`config.mk`:
```
export PLATFORM = sky130hd
export DESIGN_NAME = fp_add_align
export DESIGN_NICKNAME = d
export VERILOG_FILES = /design/src/rtl/fp_add_align.sv
export SDC_FILE = /design/constraint.sdc
export NUM_CORES = 1
export LEC_CHECK = 0
export ABC_AREA = 1
export BUFFER_PORTS_ARGS = -buffer_cell sky130_fd_sc_hd__buf_2
export CORE_ASPECT_RATIO = 0.9
export CORE_MARGIN = 2
export CORE_UTILIZATION = 35
export DETAILED_ROUTE_END_ITERATION = 10
export SLEW_MARGIN = 20
export SYNTH_ARGS = -nofsm -noshare
export SYNTH_HDL_FRONTEND = slang
export SYNTH_SLANG_ARGS = --single-unit
```
`constraint.sdc`:
```
create_clock -name clk -period 3.7 [get_ports clk]
set_clock_uncertainty 0.2 [all_clocks]
set_input_delay 0.74 -clock clk [delete_from_list [all_inputs] [get_ports clk]]
set_output_delay 0.74 -clock clk [all_outputs]
set_load 0.02 [all_outputs]
```
`src/rtl/fp_add_align.sv`:
```
// Swap/alignment stage of the single-precision adder: orders two singles by magnitude and
// right-shifts the smaller significand one bit per cycle, folding shifted-out bits into sticky.
module fp_add_align #(
  parameter int MAX_SHIFT = 27
) (
  input  logic        clk,
  input  logic        reset,
  input  logic        in_valid,
  output logic        in_ready,
  input  logic [31:0] op_a,
  input  logic [31:0] op_b,
  output logic        out_valid,
  input  logic        out_ready,
  output logic        big_sign,
  output logic [7:0]  big_exp,
  output logic [26:0] big_man,
  output logic        small_sign,
  output logic [26:0] small_man,
  output logic [7:0]  exp_diff,
  output logic        swapped,
  output logic        special,
  output logic [1:0]  dbg_state
);

  localparam int CW = $clog2(MAX_SHIFT + 1);

  typedef enum logic [1:0] {
    IDLE  = 2'd0,
    SHIFT = 2'd1,
    DONE  = 2'd2
  } state_t;

  // Handshake: a transfer happens on a rising edge where valid and ready are both 1;
  // valid is never withdrawn and its payload never changes until that transfer.
  state_t        state, state_nxt;
  logic [CW-1:0] cnt;
  logic          accept;
  logic          swap_in, special_in;
  logic [31:0]   big_in, small_in;
  logic [7:0]    big_eff, small_eff, diff_in;
  logic [CW-1:0] cnt_in;

  assign in_ready  = (state == IDLE);
  assign out_valid = (state == DONE);
  assign accept    = in_valid & in_ready;
  assign dbg_state = state;

  // Ordering on {exp,frac} as an unsigned integer gives the magnitude order of IEEE singles.
  always_comb begin
    swap_in    = (op_a[30:0] < op_b[30:0]);
    big_in     = swap_in ? op_b : op_a;
    small_in   = swap_in ? op_a : op_b;
    special_in = (op_a[30:23] == 8'hFF) || (op_b[30:23] == 8'hFF);
    big_eff    = (big_in[30:23] == 8'd0) ? 8'd1 : big_in[30:23];
    small_eff  = (small_in[30:23] == 8'd0) ? 8'd1 : small_in[30:23];
    diff_in    = big_eff - small_eff;
    cnt_in     = (diff_in > 8'(MAX_SHIFT)) ? CW'(MAX_SHIFT) : diff_in[CW-1:0];
  end

  always_comb begin
    state_nxt = state;
    case (state)
      IDLE: begin
        if (accept) begin
          if (special_in || (cnt_in == '0)) state_nxt = DONE;
          else                              state_nxt = SHIFT;
        end
      end
      SHIFT: begin
        if (cnt == CW'(1)) state_nxt = DONE;
      end
      DONE: begin
        if (out_ready) state_nxt = IDLE;
      end
      default: state_nxt = IDLE;
    endcase
  end

  always_ff @(posedge clk or posedge reset) begin
    if (reset) state <= IDLE;
    else       state <= state_nxt;
  end

  always_ff @(posedge clk or posedge reset) begin
    if (reset) begin
      cnt        <= '0;
      big_sign   <= 1'b0;
      big_exp    <= 8'd0;
      big_man    <= 27'd0;
      small_sign <= 1'b0;
      small_man  <= 27'd0;
      exp_diff   <= 8'd0;
      swapped    <= 1'b0;
      special    <= 1'b0;
    end else if (accept) begin
      cnt        <= special_in ? '0 : cnt_in;
      big_sign   <= big_in[31];
      big_exp    <= big_eff;
      big_man    <= {(big_in[30:23] != 8'd0), big_in[22:0], 3'b000};
      small_sign <= small_in[31];
      small_man  <= {(small_in[30:23] != 8'd0), small_in[22:0], 3'b000};
      exp_diff   <= diff_in;
      swapped    <= swap_in;
      special    <= special_in;
    end else if (state == SHIFT) begin
      // Bit 0 is sticky: it absorbs every bit that falls off the bottom.
      small_man <= {1'b0, small_man[26:2], small_man[1] | small_man[0]};
      cnt       <= cnt - CW'(1);
    end
  end

endmodule

```
==> results.sh <==
export IMPL_status="finished, violations left"
export IMPL_critPathMostFrequentCell="nand2_1"
export IMPL_finalPower_w=0.00566
export IMPL_tns_ns=-2.29
export IMPL_violations="negative setup slack"
export IMPL_relSlewSlack=0.404
export IMPL_async_reset_ff_frac=1.00
export IMPL_synth_flop_cell="dfrtp_1"
export IMPL_hold_viol_final=0
export IMPL_dp_slack_ns=-0.797
export IMPL_grt_max_degree=69
export IMPL_grt_usage=0.223
export IMPL_setup_violations=8
export IMPL_cts_sinks=78
export IMPL_globalplace_congestion=0.929
export IMPL_yosysMostFrequentCell="nand2_1"
export IMPL_p_leak_nw=4.16
export IMPL_portBuffers=142
export IMPL_hold_path_startpoint="exp_diff[5]$_DFFE_PP0P_"
export IMPL_final_max_slew_viol_count=0
export IMPL_final_nets=1047
export IMPL_period_share=1.09
export IMPL_cts_tree="built"
export IMPL_initial_core_util=0.359
export IMPL_viasPerCell=4.94
export IMPL_synth_top_area_share=0.369
export IMPL_cp_startpoint="op_b[28]"
export IMPL_drive_gt1_frac=0.452
export IMPL_cp_data_required_time_ns=3.75
export IMPL_clkLatencyLatePin_ns=0.35
export IMPL_hpwl_mm=11.8
export IMPL_grt_antenna_before_repair=3
export IMPL_cpPeakStageDelay_ns=0.42
export IMPL_finish_utilization=0.563
export IMPL_root_buffer="clkbuf_16"
export IMPL_rsz0062_at_grt="yes"
export IMPL_grt_pass1_wl_mm=28.7
export IMPL_worstPathMaxFanout=6
export IMPL_die_w_um=134
export IMPL_die_area_um2=16100
export IMPL_cap_violations=0
export IMPL_hp_class="reg -> reg"
export IMPL_dr_pass1_iters=5
export IMPL_critPathTopFamily="simple AND/OR/NAND/NOR gates"
export IMPL_ant_nets=0
export IMPL_rows=42
export IMPL_synth_distinct_cells=41
export IMPL_cts_htree_levels=3
export IMPL_endpoint_kind="flop"
export IMPL_rr_startpoint="dbg_state[1]$_DFFE_PP0P_"
export IMPL_grt_pass1_vias=5826
export IMPL_gr_total_overflow=0
export IMPL_setup_ws_ns=-0.343
export IMPL_syn_area_per_cell_um2=7.62
export IMPL_crit_buf_inv=4
export IMPL_clkTransAtPathRegs_ns=0.07
export IMPL_synthTopCellsByCount="158 x nand2_1, 82 x inv_1, 81 x o21ai_0"
export IMPL_routed_wirelength_mm=17.5
export IMPL_critical_path_class="in -> reg"
export IMPL_crit_path_top_delay_cell="fa_2"
export IMPL_p_per_area_nw_per_um2=684
export IMPL_max_freq_mhz=247
export IMPL_die_h_um=121
export IMPL_ys_warn_count=0
export IMPL_route_detailed_drc=0
export IMPL_ioPinCount=146
export IMPL_yosysSeqAreaShare=0.369
export IMPL_crit_arrival_ns=4.09
export IMPL_tightest_slew_ns=0.892
export IMPL_synthCells=694
export IMPL_yosys_top_cells_area="dfrtp_1 37%, nand2_1 11%, ha_1 9.2%, o21ai_0 7.7%, inv_1 5.8%"
export IMPL_ys_ff_latch=78
export IMPL_avgRoutedWirePerCell_um=15.3
export IMPL_vias=5648
export IMPL_synth_area_um2=5290
export IMPL_yosys_area_top_type="dfrtp_1"
export IMPL_core_area_um2=14700
export IMPL_place_inst=1094
export IMPL_numCtsBuffers=9
export IMPL_critPathLaunchType="primary input"
export IMPL_synth_edf_count=0
export IMPL_area_growth_pct=56.6
export IMPL_fin_crit_ns=4.04
export IMPL_drt_iter0_drc=277
export IMPL_irDropWorstVdd_mv=0.385
export IMPL_clockBufferDepth=2
export IMPL_final_cells=1144
[layout make-up]
| class | count | area [um2] |
|---|---|---|
| Antenna cell | 2 | 5.00 |
| Tap cell | 198 | 248 |
| Fill cell | 1341 | 6440 |
| Multi-Input combinational cell | 501 | 3550 |
| Sequential cell | 78 | 1950 |
| Inverter | 86 | 364 |
| Timing Repair Buffer | 263 | 1780 |
| Clock inverter | 5 | 129 |
| Clock buffer | 11 | 243 |
[logic make-up after synthesis]
group                    share of synthesized area
XOR/XNOR                                    0.0166
adder cells (fa/ha/maj)                     0.0961
AND/OR/NAND/NOR                              0.211
buffers and inverters                       0.0987
AO/OA/AOI/OAI                                0.208
other                                     0.000710
flip-flops                                   0.369
[state kept, by name (all words and copies together) (netlist names)]
signal and count:
big_exp 8, special 1, swapped 1, dbg_state 2, small_man 27, cnt 5, big_man 24, big_sign 1
small_sign 1, exp_diff 8
[timing repair]
action                                  in CTS  in global routing
gates resized for setup                     89                 52
setup buffers                               29                  4
pin swaps                                   47                 25
hold buffers                                 0                  0
cloned                                       4                  0
endpoints found under the setup margin       9                 15
[power breakdown]
part	total, W	leakage [nW]	internal, W	switching [W]
clock	0.00113	0.180	0.000749	0.000382
sequential	0.00157	0.940	0.00129	0.000277
combinational	0.00297	3.04	0.00116	0.00181
total	0.00566	4.16	0.00320	0.00247
[final timing paths]
check	to	slack, ns	depth (start not counted)
max reg2reg	small_man[19]$_DFFE_PP0P_	1.29	6
min	exp_diff[5]$_DFFE_PP0P_	0.28	2
max in group asynchronous	small_man[13]$_DFFE_PP0P_	2.25	3
min reg2reg	exp_diff[5]$_DFFE_PP0P_	0.28	2
max	cnt[3]$_DFFE_PP0P_	-0.34	31
min in group asynchronous	small_man[1]$_DFFE_PP0P_	0.29	2
[cell usage in the layout (no fill, tap or decap), drive strengths merged]
master	count
nor2	51
clkbuf	11
xnor2	3
a21oi	38
and2	1
dfrtp	78
o21ai	124
nand3	20
nor3	2
nor4	4
ha	39
nand2	171
buf	263
inv	86
a2bb2oi	22
o211ai	1
a22oi	5
nor3b	1
xor2	7
bufinv	4
o22ai	2
diode	2
conb	3
nand4	3
clkinv	1
nand3b	1
a211oi	1
fa	1
a31oi	1
[metal layers]
metal | GRT usage | routed length, um | up-vias
met1 | 0.289 | 7850 | 2679
li1 | - | - | 2796
met2 | 0.365 | 8320 | 140
met3 | 0.0507 | 922 | 31
met4 | 0.0864 | 443 | 2
met5 | 0 | 8 | -
[through the flow]
stage	hold WS, ns	area, um2
final	0.278	8280
after global routing	0.309	8280
after CTS	0.284	8080
after detailed placement	0.267	7000
after global placement	0.260	7000
after floorplan	0.293	5540
[worst reg2reg max path: stages (launching register included)]
cell       delay [ns]
dfrtp_1          0.41
nor2_2           0.32
nand2_4          0.46
inv_2            0.19
nor2_2           0.10
inv_2            0.43
a2bb2oi_1        0.23
(Power assumes the default switching activity.)
